$ cat config.mk
export PLATFORM = sky130hd
export DESIGN_NAME = hazard_scoreboard
export DESIGN_NICKNAME = d
export VERILOG_FILES = /design/src/rtl/hazard_scoreboard_pkg.sv /design/src/rtl/hazard_entry.sv /design/src/rtl/hazard_scoreboard.sv
export SDC_FILE = /design/constraint.sdc
export NUM_CORES = 1
export LEC_CHECK = 0
export CAP_MARGIN = 10
export CORE_MARGIN = 1
export CORE_UTILIZATION = 35
export CTS_BUF_LIST = sky130_fd_sc_hd__clkbuf_2 sky130_fd_sc_hd__clkbuf_4 sky130_fd_sc_hd__clkbuf_8
export CTS_CLUSTER_DIAMETER = 30
export CTS_CLUSTER_SIZE = 28
export DETAILED_ROUTE_END_ITERATION = 6
export PLACE_DENSITY = 0.59
export SYNTH_ARGS = -nofsm -noshare
export SYNTH_HDL_FRONTEND = slang
export SYNTH_SLANG_ARGS = --single-unit
export TNS_END_PERCENT = 5
$ cat constraint.sdc
create_clock -name clk -period 5 [get_ports clk]
set_input_delay 0.75 -clock clk [delete_from_list [all_inputs] [get_ports clk]]
set_output_delay 0.75 -clock clk [all_outputs]
set_load 0.01 [all_outputs]
$ cat src/rtl/hazard_scoreboard_pkg.sv
// Shared definitions for the hazard/forwarding scoreboard: forward-select
// encoding, writeback-source codes and register-index width derivation.
package hazard_scoreboard_pkg;

    // Forward select value meaning "read the register file"
    localparam int FWD_RF = 0;

    // Writeback source carried in each tracked entry
    localparam logic LD_ALU = 1'b0;
    localparam logic LD_MEM = 1'b1;

    // Squash counter width covers SQUASH_N up to 7
    localparam int SQ_W = 3;

    function automatic int aw_of(input int nregs);
        return (nregs > 2) ? $clog2(nregs) : 1;
    endfunction

endpackage

$ cat src/rtl/hazard_entry.sv
// One tracked in-flight stage: holds {valid, rd, load}, shifts on advance,
// clears on reset, and reports whether it supplies either source operand.
module hazard_entry
    import hazard_scoreboard_pkg::*;
#(
    parameter int AW = 5
) (
    input  logic          clk,
    input  logic          rst,
    input  logic          shift,
    input  logic          in_valid,
    input  logic [AW-1:0] in_rd,
    input  logic          in_load,
    input  logic [AW-1:0] src0,
    input  logic          src0_used,
    input  logic [AW-1:0] src1,
    input  logic          src1_used,
    output logic          valid,
    output logic [AW-1:0] rd,
    output logic          load,
    output logic          match0,
    output logic          match1
);

    always_ff @(posedge clk or negedge rst) begin
        if (!rst) begin
            valid <= 1'b0;
            rd    <= '0;
            load  <= LD_ALU;
        end else if (shift) begin
            valid <= in_valid;
            rd    <= in_rd;
            load  <= in_load;
        end
    end

    // Register 0 is hard-wired zero, so it never produces a dependency
    assign match0 = valid & src0_used & (src0 != '0) & (rd == src0);
    assign match1 = valid & src1_used & (src1 != '0) & (rd == src1);

endmodule

$ cat src/rtl/hazard_scoreboard.sv
// Hazard/forwarding controller beside decode: tracks DEPTH in-flight register
// writes and produces stall, bubble, squash and per-operand bypass selects.
module hazard_scoreboard
    import hazard_scoreboard_pkg::*;
#(
    parameter  int NREGS     = 32,
    parameter  int DEPTH     = 3,
    parameter  int FWD_EN    = 1,
    parameter  int LOAD_DIST = 2,
    parameter  int SQUASH_N  = 1,
    localparam int AW        = aw_of(NREGS),
    localparam int SW        = $clog2(DEPTH + 1)
) (
    input  logic          clk,
    input  logic          rst,
    input  logic          issue_valid,
    input  logic          issue_wr,
    input  logic          issue_load,
    input  logic [AW-1:0] issue_rd,
    input  logic [AW-1:0] src0,
    input  logic [AW-1:0] src1,
    input  logic          src0_used,
    input  logic          src1_used,
    input  logic          jump_taken,
    input  logic          dmem_ready,
    input  logic          imem_ready,
    output logic          stall,
    output logic          data_hazard,
    output logic          control_hazard,
    output logic [SW-1:0] fwd_sel0,
    output logic [SW-1:0] fwd_sel1
);

    logic            stall_raw;
    logic            advance;
    logic            squash;
    logic            issue_ok;
    logic [SQ_W-1:0] sq_cnt;

    logic [DEPTH-1:0] ent_valid;
    logic [DEPTH-1:0] ent_load;
    logic [AW-1:0]    ent_rd [DEPTH];
    logic [DEPTH-1:0] nxt_valid;
    logic [DEPTH-1:0] nxt_load;
    logic [AW-1:0]    nxt_rd [DEPTH];
    logic [DEPTH-1:0] match0;
    logic [DEPTH-1:0] match1;

    logic            haz0, haz1;
    logic [SW-1:0]   sel0, sel1;

    assign stall_raw = ~dmem_ready | (jump_taken & ~imem_ready);
    assign advance   = ~stall_raw;
    assign squash    = (sq_cnt != '0) | jump_taken;

    // Everything reads 0 while reset is held, including the combinational paths
    assign stall          = rst & stall_raw;
    assign control_hazard = rst & squash;
    assign data_hazard    = rst & ~squash & (haz0 | haz1);
    assign fwd_sel0       = (rst & ~squash) ? sel0 : SW'(FWD_RF);
    assign fwd_sel1       = (rst & ~squash) ? sel1 : SW'(FWD_RF);

    assign issue_ok = issue_valid & issue_wr & (issue_rd != '0) & ~data_hazard & ~control_hazard;

    always_comb begin
        nxt_valid[0] = issue_ok;
        nxt_rd[0]    = issue_rd;
        nxt_load[0]  = issue_load;
        for (int i = 1; i < DEPTH; i++) begin
            nxt_valid[i] = ent_valid[i-1];
            nxt_rd[i]    = ent_rd[i-1];
            nxt_load[i]  = ent_load[i-1];
        end
    end

    for (genvar i = 0; i < DEPTH; i++) begin : g_ent
        hazard_entry #(.AW(AW)) u_entry (
            .clk       (clk),
            .rst       (rst),
            .shift     (advance),
            .in_valid  (nxt_valid[i]),
            .in_rd     (nxt_rd[i]),
            .in_load   (nxt_load[i]),
            .src0      (src0),
            .src0_used (src0_used),
            .src1      (src1),
            .src1_used (src1_used),
            .valid     (ent_valid[i]),
            .rd        (ent_rd[i]),
            .load      (ent_load[i]),
            .match0    (match0[i]),
            .match1    (match1[i])
        );
    end

    // Scan oldest to youngest so the youngest matching entry has the last word
    function automatic void resolve(input  logic [DEPTH-1:0] hit,
                                    input  logic [DEPTH-1:0] is_load,
                                    output logic             haz,
                                    output logic [SW-1:0]    sel);
        haz = 1'b0;
        sel = SW'(FWD_RF);
        for (int k = DEPTH - 1; k >= 0; k--) begin
            if (hit[k]) begin
                if (FWD_EN == 0 || (is_load[k] == LD_MEM && k < LOAD_DIST - 1)) begin
                    haz = 1'b1;
                    sel = SW'(FWD_RF);
                end else begin
                    haz = 1'b0;
                    sel = SW'(k + 1);
                end
            end
        end
    endfunction

    always_comb begin
        resolve(match0, ent_load, haz0, sel0);
        resolve(match1, ent_load, haz1, sel1);
    end

    // A taken jump (re)opens the squash window; stalled edges freeze it
    always_ff @(posedge clk or negedge rst) begin
        if (!rst) begin
            sq_cnt <= '0;
        end else if (advance) begin
            if (jump_taken)
                sq_cnt <= SQ_W'(SQUASH_N);
            else if (sq_cnt != '0)
                sq_cnt <= sq_cnt - SQ_W'(1);
        end
    end

endmodule

# Word-level counts from Yosys, hierarchy flattened
# Index checks and enable logic that the tools add are counted.
# totals
ramBits,0
memories,0
latch_bits,0
wordCells,71
romBits,0
register_bits,22
output_inout_bits,7
# op_classes
mux,14
n_shift,0
order_cmp,0
n_eq_ne,6
n_addsub,1
multipliers,0
div,0
bitwise_logic,36
reduce_logical,6
# op_table
cell,n
$eq A5 B5 Y1,6
$and A1 B1 Y1,27
$mux W2,8
$reduce_bool A5 Y1,3
$mux W3,2
$not A1 Y1,6
$mux W1,4
$or A1 B1 Y1,3
$reduce_bool A3 Y1,1
$sub A3 B1 Y3 const B,1
$reduce_and A2 Y1,1
$reduce_bool A2 Y1,1

# Depth between registers and ports, before layout
# Gate-level depths: netlist of the first run.
# depth
ltp_word,9
depth_mapped,7

# Modules after synthesis
# Synthesis of the first run repeated with hierarchy kept, for this count alone.
# unflattened
cells_unflattened,144
hier_area_um2,1490.2
# by_module_without_submodules
module,cells_each,seq_area_each_um2,area_per_inst_um2,n_inst
hazard_entry,35,175.2,397.9,3
hazard_scoreboard,39,75.1,296.5,1

# Worst setup path after synthesis of the first run
# Ideal clock, no wire load.
# synth_timing
path_kind,in2out
from,in src0[1]
to,out fwd_sel0[0]
t_arrival_ps,1858
t_required_ps,4250
path_slack_ps,2392
path_buffers,0
path_stages,5
path_cell_list,or4_1 > o21a_1 > nand4_2 > nand3b_2 > a21oi_2
# synth_via
elab_chain_cells,7
elab_cells_between_ends,14
classes_between,eq/ne (3); mux (4); bitwise (6); reduce/logical (1)
# synth_rtl
element,line_no,text
from (decl),hazard_scoreboard.sv:20,"input logic [AW-1:0] src0,"
$reduce_bool A5 Y1,hazard_entry.sv:38,assign match0 = valid & src0_used & (src0 != '0) & (rd == src0);
$and A1 B1 Y1 (2 in series),hazard_entry.sv:38,
$mux W2 (2 in series),hazard_scoreboard.sv:104,if (hit[k]) begin
$mux W2 *,hazard_scoreboard.sv:104,
$mux W2 *,hazard_scoreboard.sv:60,assign fwd_sel0 = (rst & ~squash) ? sel0 : SW'(FWD_RF);
to (decl),hazard_scoreboard.sv:30,"output logic [SW-1:0] fwd_sel0,"
# Mark *: on every way between the ends. The rest lies on a longest branch, timed or not.

# Worst setup path after layout of the first run
# layout_timing
from,in src0[1]
to,out fwd_sel0[1]
# Same word-level chain as after synthesis.

==> impl_summary.txt, run 1 <==
----------------------------------------------------
[Synth]
  Leading register cell type out of synthesis ... sky130_fd_sc_hd__dfrtp_1
  Largest cells by area after synthesis ... sky130_fd_sc_hd__dfrtp_1 (40%), sky130_fd_sc_hd__xor2_1 (15%), sky130_fd_sc_hd__mux2_2 (15%)
  Synthesized area per cell ... 10.8 sq um
  Cell accounting for the most synthesized area ... sky130_fd_sc_hd__dfrtp_1
  Syn nets ... 155
  Seq/Total Area, Yosys ... 0.397
  Cell area after synthesis ... 0.00139 sq mm
  Warnings from Yosys ... 0
  Count of mapped cells out of synthesis ... 128
  Portion of synthesized cell area occupied by the leading cell type ... 0.397
  Top post-synthesis cells by count ... sky130_fd_sc_hd__xor2_1 (24), sky130_fd_sc_hd__dfrtp_1 (22), sky130_fd_sc_hd__mux2_2 (18)
  Share of async-settable or async-resettable flops after synthesis ... 1.00
  Distinct cell type count of the synthesized netlist ... 31
  #FFs+latches synth ... 22
  Most frequent cell after synthesis ... sky130_fd_sc_hd__xor2_1
  Count of flip-flops with a built-in enable after synthesis ... 0

[Placement]
  Count of input and output buffers ... 31
  DPL Wire Length ... 2.37 mm
  Final Wtd Congestion ... 0.853
  Worst setup timing slack at the placement stage ... 1230 ps

[Setup path]
  Nature of the critical path startpoint ... input pin
  Worst setup EP type ... primary output
  Data arrival, critical path ... 3010 ps
  Largest delay share family, worst path ... buffers and inverters
  Origin of the worst setup path ... src0[1]
  Cell type of the slowest stage on the worst timing path ... sky130_fd_sc_hd__or4_1
  CP Class ... in2out
  FF-to-FF setup slack ... 3360 ps
  Worst path cell trace ... clkdlybuf4s50_1, or4_1, o21a_1, nand4_2, nand2_1, a21oi_1, clkdlybuf4s50_1
  Endpoint required time on the critical path ... 4250 ps
  Worst stage delay on the critical path ... 560 ps
  Reg-to-reg critical path startpoint ... g_ent[0].u_entry.rd[2]
  Maximum fanout encountered on the critical timing path ... 4
  Buf+Inv Stages, Crit Path ... 2
  Most common cell type on the critical path ... sky130_fd_sc_hd__clkdlybuf4s50_1
  Number of cells on the worst reg-to-reg path ... 5
  RR Endpoint ... g_ent[0].u_entry.valid

[STA]
  Final setup violation count ... 0
  RSZ-0062 raised after global routing ... false
  Setup TNS Final ... 0 ps
  Slack of the critical path ... 1240 ps
  Period Utilization, post-route ... 0.751
  Highest Clock Rate ... 266 MHz
  Clock period minus final worst setup slack ... 3760 ps
  Worst slew margin relative to its limit ... 0.616
  Final Hold Vio Count ... 0
  Max-slew violation count ... 0
  Largest clock skew in the final design ... 4.13 ps
  Least-Margin Pin Slew ... 574 ps

[Routing]
  Number of design rule violations left after detail routing ... 0
  Detail-routed via count per cell ... 5.11
  Vias after detailed routing ... 1079
  Wirelength per Cell ... 14.3 um
  Router iterations before antenna repair ... 4
  Number of DRC violations after detailed-routing iteration 0 ... 27
  Wirelength, routed ... 3.03 mm
  Antenna-violating nets left ... 0

[Floorplan]
  Horiz. Die Dim ... 64.9 um
  Height of the chip ... 64.9 um
  Core area ... 0.00372 sq mm
  Die area ... 0.00422 sq mm
  Num ports ... 32
  # rows ... 22
  Starting Density ... 0.373

[Global routing]
  Via count of the first global-routing pass ... 1141
  Largest net degree at the start of global routing ... 25
  Initial antenna violation count ... 0
  Overall track demand over capacity in global routing ... 0.162
  Global-route wire length before repair ... 5.19 mm
  Sum of overflow across all layers after global routing ... 0

[Clock network]
  Clock input transition at the sequential cells of the worst setup and hold paths ... 80 ps
  Post_cts resized ... 0
  Post-CTS repair timing setup buffer count ... 0
  Clk Tree Root Cell ... sky130_fd_sc_hd__clkbuf_8
  Source-to-sink clock delay at the later pin of the worst-skew pair ... 260 ps
  TritonCTS sink count ... 22
  Level count of the clock H-tree ... 1
  Inserted Clock Buffers ... 3
  Maximum buffer depth of the clock tree ... 2
  Post-CTS Hold Fix Bufs ... 0
  Clock tree from TritonCTS ... done

[Power and ir drop]
  Power consumption ... 0.604 mW
  Maximum ir drop on the vdd rail ... 183 uV
  Cell Pwr Density ... 329 mW/mm^2
  Reported leakage power ... 0.726 nW

[Hold path]
  Hold path startpoint ... sq_cnt[2]
  Hold endpoint ... sq_cnt[2]
  Class of the tightest hold or removal check ... reg2reg
  Hold depth ... 2

[Run]
  Maximum capacitance violations ... 0

[Run status]
  Run status ... complete, no violations

[Finish]
  Layout cell share with drive strength beyond 1 ... 0.202
  Nets@finish ... 191
  Area growth from synthesis to layout ... 32.5%
  Diodes inserted ... 0

----------------------------------------------------
how the worst max path moves through the flow:
| stage | slack (ps) | end | cells after the start |
|---|---|---|---|
| after floorplan | 2390 | fwd_sel0[0] | 5 |
| after global placement | 1270 | fwd_sel0[0] | 7 |
| after detailed placement | 1230 | fwd_sel0[0] | 7 |
| after CTS | 1220 | fwd_sel0[0] | 7 |
| after global routing | 1090 | fwd_sel0[0] | 7 |
| final | 1240 | fwd_sel0[1] | 7 |
tightest hold or removal path, stage by stage, from the launching register on:
cell                      delay, ps
sky130_fd_sc_hd__dfrtp_1        370
sky130_fd_sc_hd__nand2_1         60
sky130_fd_sc_hd__o21ai_0         70
metrics by stage:
| stage | instances | hold slack, ps | instance area, sq um | util |
|---|---|---|---|---|
| floorplan | 128 | 454 | 1390 | - |
| global placement | 207 | 489 | 1770 | 0.475 |
| detailed placement | 207 | 515 | 1770 | 0.475 |
| CTS | 211 | 534 | 1840 | 0.494 |
| global route | 211 | 573 | 1840 | 0.494 |
| finish | 211 | 536 | 1840 | 0.494 |
final cells by class:
type / count / area (sq um)
Clock buffer: 3 / 41.3
Clock inverter: 1 / 30.0
Fill cell: 349 / 1880
Inverter: 4 / 15.0
Multi-Input combinational cell: 100 / 815
Sequential cell: 22 / 551
Tap cell: 48 / 60.1
Timing Repair Buffer: 33 / 325
power breakdown:
part | total [mW] | leakage (nW) | internal [mW] | switching (mW)
Sequential | 0.262 | 0.265 | 0.218 | 0.0440
Clock | 0.164 | 0.0357 | 0.107 | 0.0574
Combinational | 0.178 | 0.425 | 0.0982 | 0.0798
layout by cell type (no fill, tap or decap), types with 2 or more instances in the layout:
cell type and count:
sky130_fd_sc_hd__mux2_2 18, sky130_fd_sc_hd__xnor2_1 6, sky130_fd_sc_hd__o21ai_0 3, sky130_fd_sc_hd__clkdlybuf4s50_1 31, sky130_fd_sc_hd__or4_1 3, sky130_fd_sc_hd__nand3_1 2
sky130_fd_sc_hd__a21oi_2 2, sky130_fd_sc_hd__buf_4 2, sky130_fd_sc_hd__nor4_1 5, sky130_fd_sc_hd__o21a_1 2, sky130_fd_sc_hd__ha_1 2, sky130_fd_sc_hd__dfrtp_1 22
sky130_fd_sc_hd__o21ai_2 2, sky130_fd_sc_hd__nand4_2 2, sky130_fd_sc_hd__nor2_1 3, sky130_fd_sc_hd__nand2_1 7, sky130_fd_sc_hd__inv_1 4, sky130_fd_sc_hd__clkbuf_8 3
sky130_fd_sc_hd__xor2_1 24, sky130_fd_sc_hd__a21oi_1 4, sky130_fd_sc_hd__nand4_1 4
kinds of logic after synthesis:
family,share of synthesized area
simple gates,0.156
buf+inv,0.0180
mux,0.146
fa+ha+maj,0.0180
compound gates,0.0749
xor+xnor,0.190
flops,0.397
registers in the layout (all words and copies together) (netlist names):
name / count
g_ent.u_entry.rd: 15
g_ent.u_entry.load: 1
g_ent.u_entry.valid: 3
sq_cnt: 3
layer usage:
layer / up-vias / global-route usage / share of wire
li1: 524 / - / -
met3: 2 / 0.0282 / 0.048
met4: 0 / 0.0417 / 0.0050
met1: 525 / 0.208 / 0.48
met2: 28 / 0.276 / 0.47
met5: - / 0 / 0
Note: power is estimated with default switching activity, not from simulation.
==> run 2, diff against run 1 <==
==> constraint.sdc (replaced) <==
create_clock -name clk -period 3.77 [get_ports clk]
set_input_delay 0.5655 -clock clk [delete_from_list [all_inputs] [get_ports clk]]
set_output_delay 0.5655 -clock clk [all_outputs]
set_load 0.01 [all_outputs]
==> run 2 against run 1 <==
Effect of this change:
- design area is 0.41% higher
- cell count is 0.47% higher
- sequential share of layout area is 0.12 points lower
- clock power is 36% higher
- critical path depth stayed put
- die area stayed put
- highest routed layer unchanged
- clock skew is 0.86 ps lower
- largest cell class unchanged
- worst hold slack worse by 24 ps
- combinational power is 34% higher
==> impl_summary.txt, run 2 (synthesized netlist as in run 1, its figures left out) <==
----------------------------------------------------
[Run status]
  Run status ... complete, no violations

[Global routing]
  Overall track demand over capacity in global routing ... 0.168 (+0.00646)
  Sum of overflow across all layers after global routing ... 0 (unchanged)
  Initial antenna violation count ... 0 (unchanged)
  Via count of the first global-routing pass ... 1155 (+1.2%)
  Global-route wire length before repair ... 5.35 mm (+3.1%)
  Largest net degree at the start of global routing ... 24 (-4.0%)

[Clock network]
  Post_cts resized ... 0 (unchanged)
  Clock tree from TritonCTS ... done
  Clock input transition at the sequential cells of the worst setup and hold paths ... 80 ps (about the same)
  Inserted Clock Buffers ... 3 (unchanged)
  Clk Tree Root Cell ... sky130_fd_sc_hd__clkbuf_8
  Post-CTS repair timing setup buffer count ... 0 (unchanged)
  Source-to-sink clock delay at the later pin of the worst-skew pair ... 260 ps (about the same)
  Level count of the clock H-tree ... 1 (unchanged)
  Post-CTS Hold Fix Bufs ... 0 (unchanged)
  TritonCTS sink count ... 22 (unchanged)
  Maximum buffer depth of the clock tree ... 2 (unchanged)

[Finish]
  Largest register FFs ... 15 (unchanged)
  Largest register by flop count ... g_ent.u_entry.rd
  Share of the core filled with cells in the final layout ... 0.496 (+0.00202)
  Most used cells in the layout excluding fill and tap cells ... sky130_fd_sc_hd__clkdlybuf4s50_1 (31), sky130_fd_sc_hd__xor2_1 (24), sky130_fd_sc_hd__dfrtp_1 (22)
  Leading cell type in the layout, fill and taps excluded ... sky130_fd_sc_hd__clkdlybuf4s50_1
  Diodes inserted ... 0 (unchanged)
  Total of fill cells in the finished design ... 360 (+3.2%)
  Nets@finish ... 192 (+0.52%)
  Area growth from synthesis to layout ... 33.0%
  Layout cell share with drive strength beyond 1 ... 0.207 (+0.00486)
  Largest registers in the final layout ... g_ent.u_entry.rd: 15 flops, g_ent.u_entry.valid: 3 flops, sq_cnt: 3 flops

[Setup path]
  Maximum fanout encountered on the critical timing path ... 4 (unchanged)
  Worst path cell trace ... clkdlybuf4s50_1, or4_1, o21a_1, nand4_2, nand3b_2, a21oi_2, clkdlybuf4s50_1
  Total stage count of the critical path ... 7 (unchanged)
  Most common cell type on the critical path ... sky130_fd_sc_hd__clkdlybuf4s50_1
  Cell type of the slowest stage on the worst timing path ... sky130_fd_sc_hd__or4_1
  CP Class ... in2out
  Buf+Inv Stages, Crit Path ... 2 (unchanged)
  Worst stage delay on the critical path ... 570 ps (about the same)
  Endpoint required time on the critical path ... 3200 ps (-1050 ps)
  Data arrival, critical path ... 2830 ps (-180 ps)
  Largest delay share family, worst path ... buffers and inverters
  Number of cells on the worst reg-to-reg path ... 5 (unchanged)
  Worst setup EP type ... primary output
  Nature of the critical path startpoint ... input pin

[STA]
  Clock period minus final worst setup slack ... 3400 ps
  Period Utilization, post-route ... 0.902
  Largest clock skew in the final design ... 3.27 ps (-0.859 ps)
  Worst slew margin relative to its limit ... 0.730 (+0.114)
  Highest Clock Rate ... 294 MHz
  Least-Margin Pin Slew ... 401 ps (-173 ps)
  Setup TNS Final ... 0 ps (unchanged)
  Final setup violation count ... 0 (unchanged)
  Final Hold Vio Count ... 0 (unchanged)
  Max-slew violation count ... 0 (unchanged)
  RSZ-0062 raised after global routing ... false

[Routing]
  Antenna-violating nets left ... 0 (unchanged)
  Router iterations before antenna repair ... 4 (unchanged)
  Vias after detailed routing ... 1075 (-0.37%)
  Detail-routed via count per cell ... 5.07 (-0.84%)
  Number of design rule violations left after detail routing ... 0 (unchanged)
  Number of DRC violations after detailed-routing iteration 0 ... 52 (+93%)
  Wirelength per Cell ... 15.0 um (+4.3%)
  Wirelength, routed ... 3.17 mm (+4.8%)

[Floorplan]
  Height of the chip ... 64.9 um (unchanged)
  Starting Density ... 0.373 (unchanged)
  # rows ... 22 (unchanged)
  Num ports ... 32 (unchanged)
  Horiz. Die Dim ... 64.9 um (unchanged)
  Core area ... 0.00372 sq mm (unchanged)
  Die area ... 0.00422 sq mm (unchanged)

[Placement]
  Final Wtd Congestion ... 0.808 (-5.3%)
  Count of input and output buffers ... 31 (unchanged)
  DPL Wire Length ... 2.49 mm (+5.0%)

[Power and ir drop]
  Reported leakage power ... 0.731 nW (+0.66%)
  Maximum ir drop on the vdd rail ... 193 uV (+5.7%)
  Cell Pwr Density ... 439 mW/mm^2 (+34%)

[Run]
  Maximum capacitance violations ... 0 (unchanged)

[Hold path]
  Class of the tightest hold or removal check ... reg2reg
  Hold depth ... 2 (unchanged)

----------------------------------------------------
-- run 2: final timing paths --
check	from	to	slack, ps
max in group asynchronous	rst	sq_cnt[2]	2890
setup / recovery	src0[1]	fwd_sel0[0]	370
min in group asynchronous	rst	g_ent[1].u_entry.rd[1]	690
setup reg to reg	g_ent[0].u_entry.rd[2]	g_ent[0].u_entry.valid	2170
hold / removal	sq_cnt[2]	sq_cnt[2]	510
hold reg to reg	sq_cnt[2]	sq_cnt[2]	510
-- run 2: area by class of cell --
type	instances	area, sq um	share of cell area
well taps	48	60.1	0.0326
repair buffers	34	333	0.180
clock buffers	3	41.3	0.0224
inverters	4	15.0	0.00814
clock inverters	1	30.0	0.0163
multi-input cells	100	815	0.442
flip-flops and latches	22	551	0.299
-- run 2: through the flow --
stage | setup WS [ps] | hold WS (ps) | cells | power, mW | instance area, sq um
final | 371 | 512 | 212 | 0.810 | 1840
after global routing | 271 | 578 | 212 | 0.865 | 1840
after CTS | 376 | 518 | 212 | 0.821 | 1840
after detailed placement | 377 | 498 | 208 | 0.595 | 1770
after global placement | 400 | 493 | 208 | 0.583 | 1770
after floorplan | 1530 | 270 | 128 | 0.502 | 1390
-- run 2: routing by layer --
metal | up-vias | part of all wire | wire [um] | track usage
li1 | 529 | - | - | -
met1 | 515 | 0.46 | 1450 | 0.214
met2 | 29 | 0.50 | 1570 | 0.296
met3 | 2 | 0.043 | 135 | 0.0229
met4 | 0 | 0.0025 | 8 | 0.0417
met5 | - | 0 | 0 | 0
-- run 2: worst min-delay path, cell delays in order, from the launching register on --
cell and delay, ps:
sky130_fd_sc_hd__dfrtp_1 370, sky130_fd_sc_hd__nand2_1 50, sky130_fd_sc_hd__o21ai_0 60
-- run 2: where the power goes --
group          internal [mW]  switching [mW]  total [mW]  leakage [nW]
clock network          0.142          0.0815       0.223        0.0357
registers              0.289          0.0600       0.349         0.265
logic                  0.131           0.107       0.238         0.430
total                  0.562           0.249       0.810         0.731
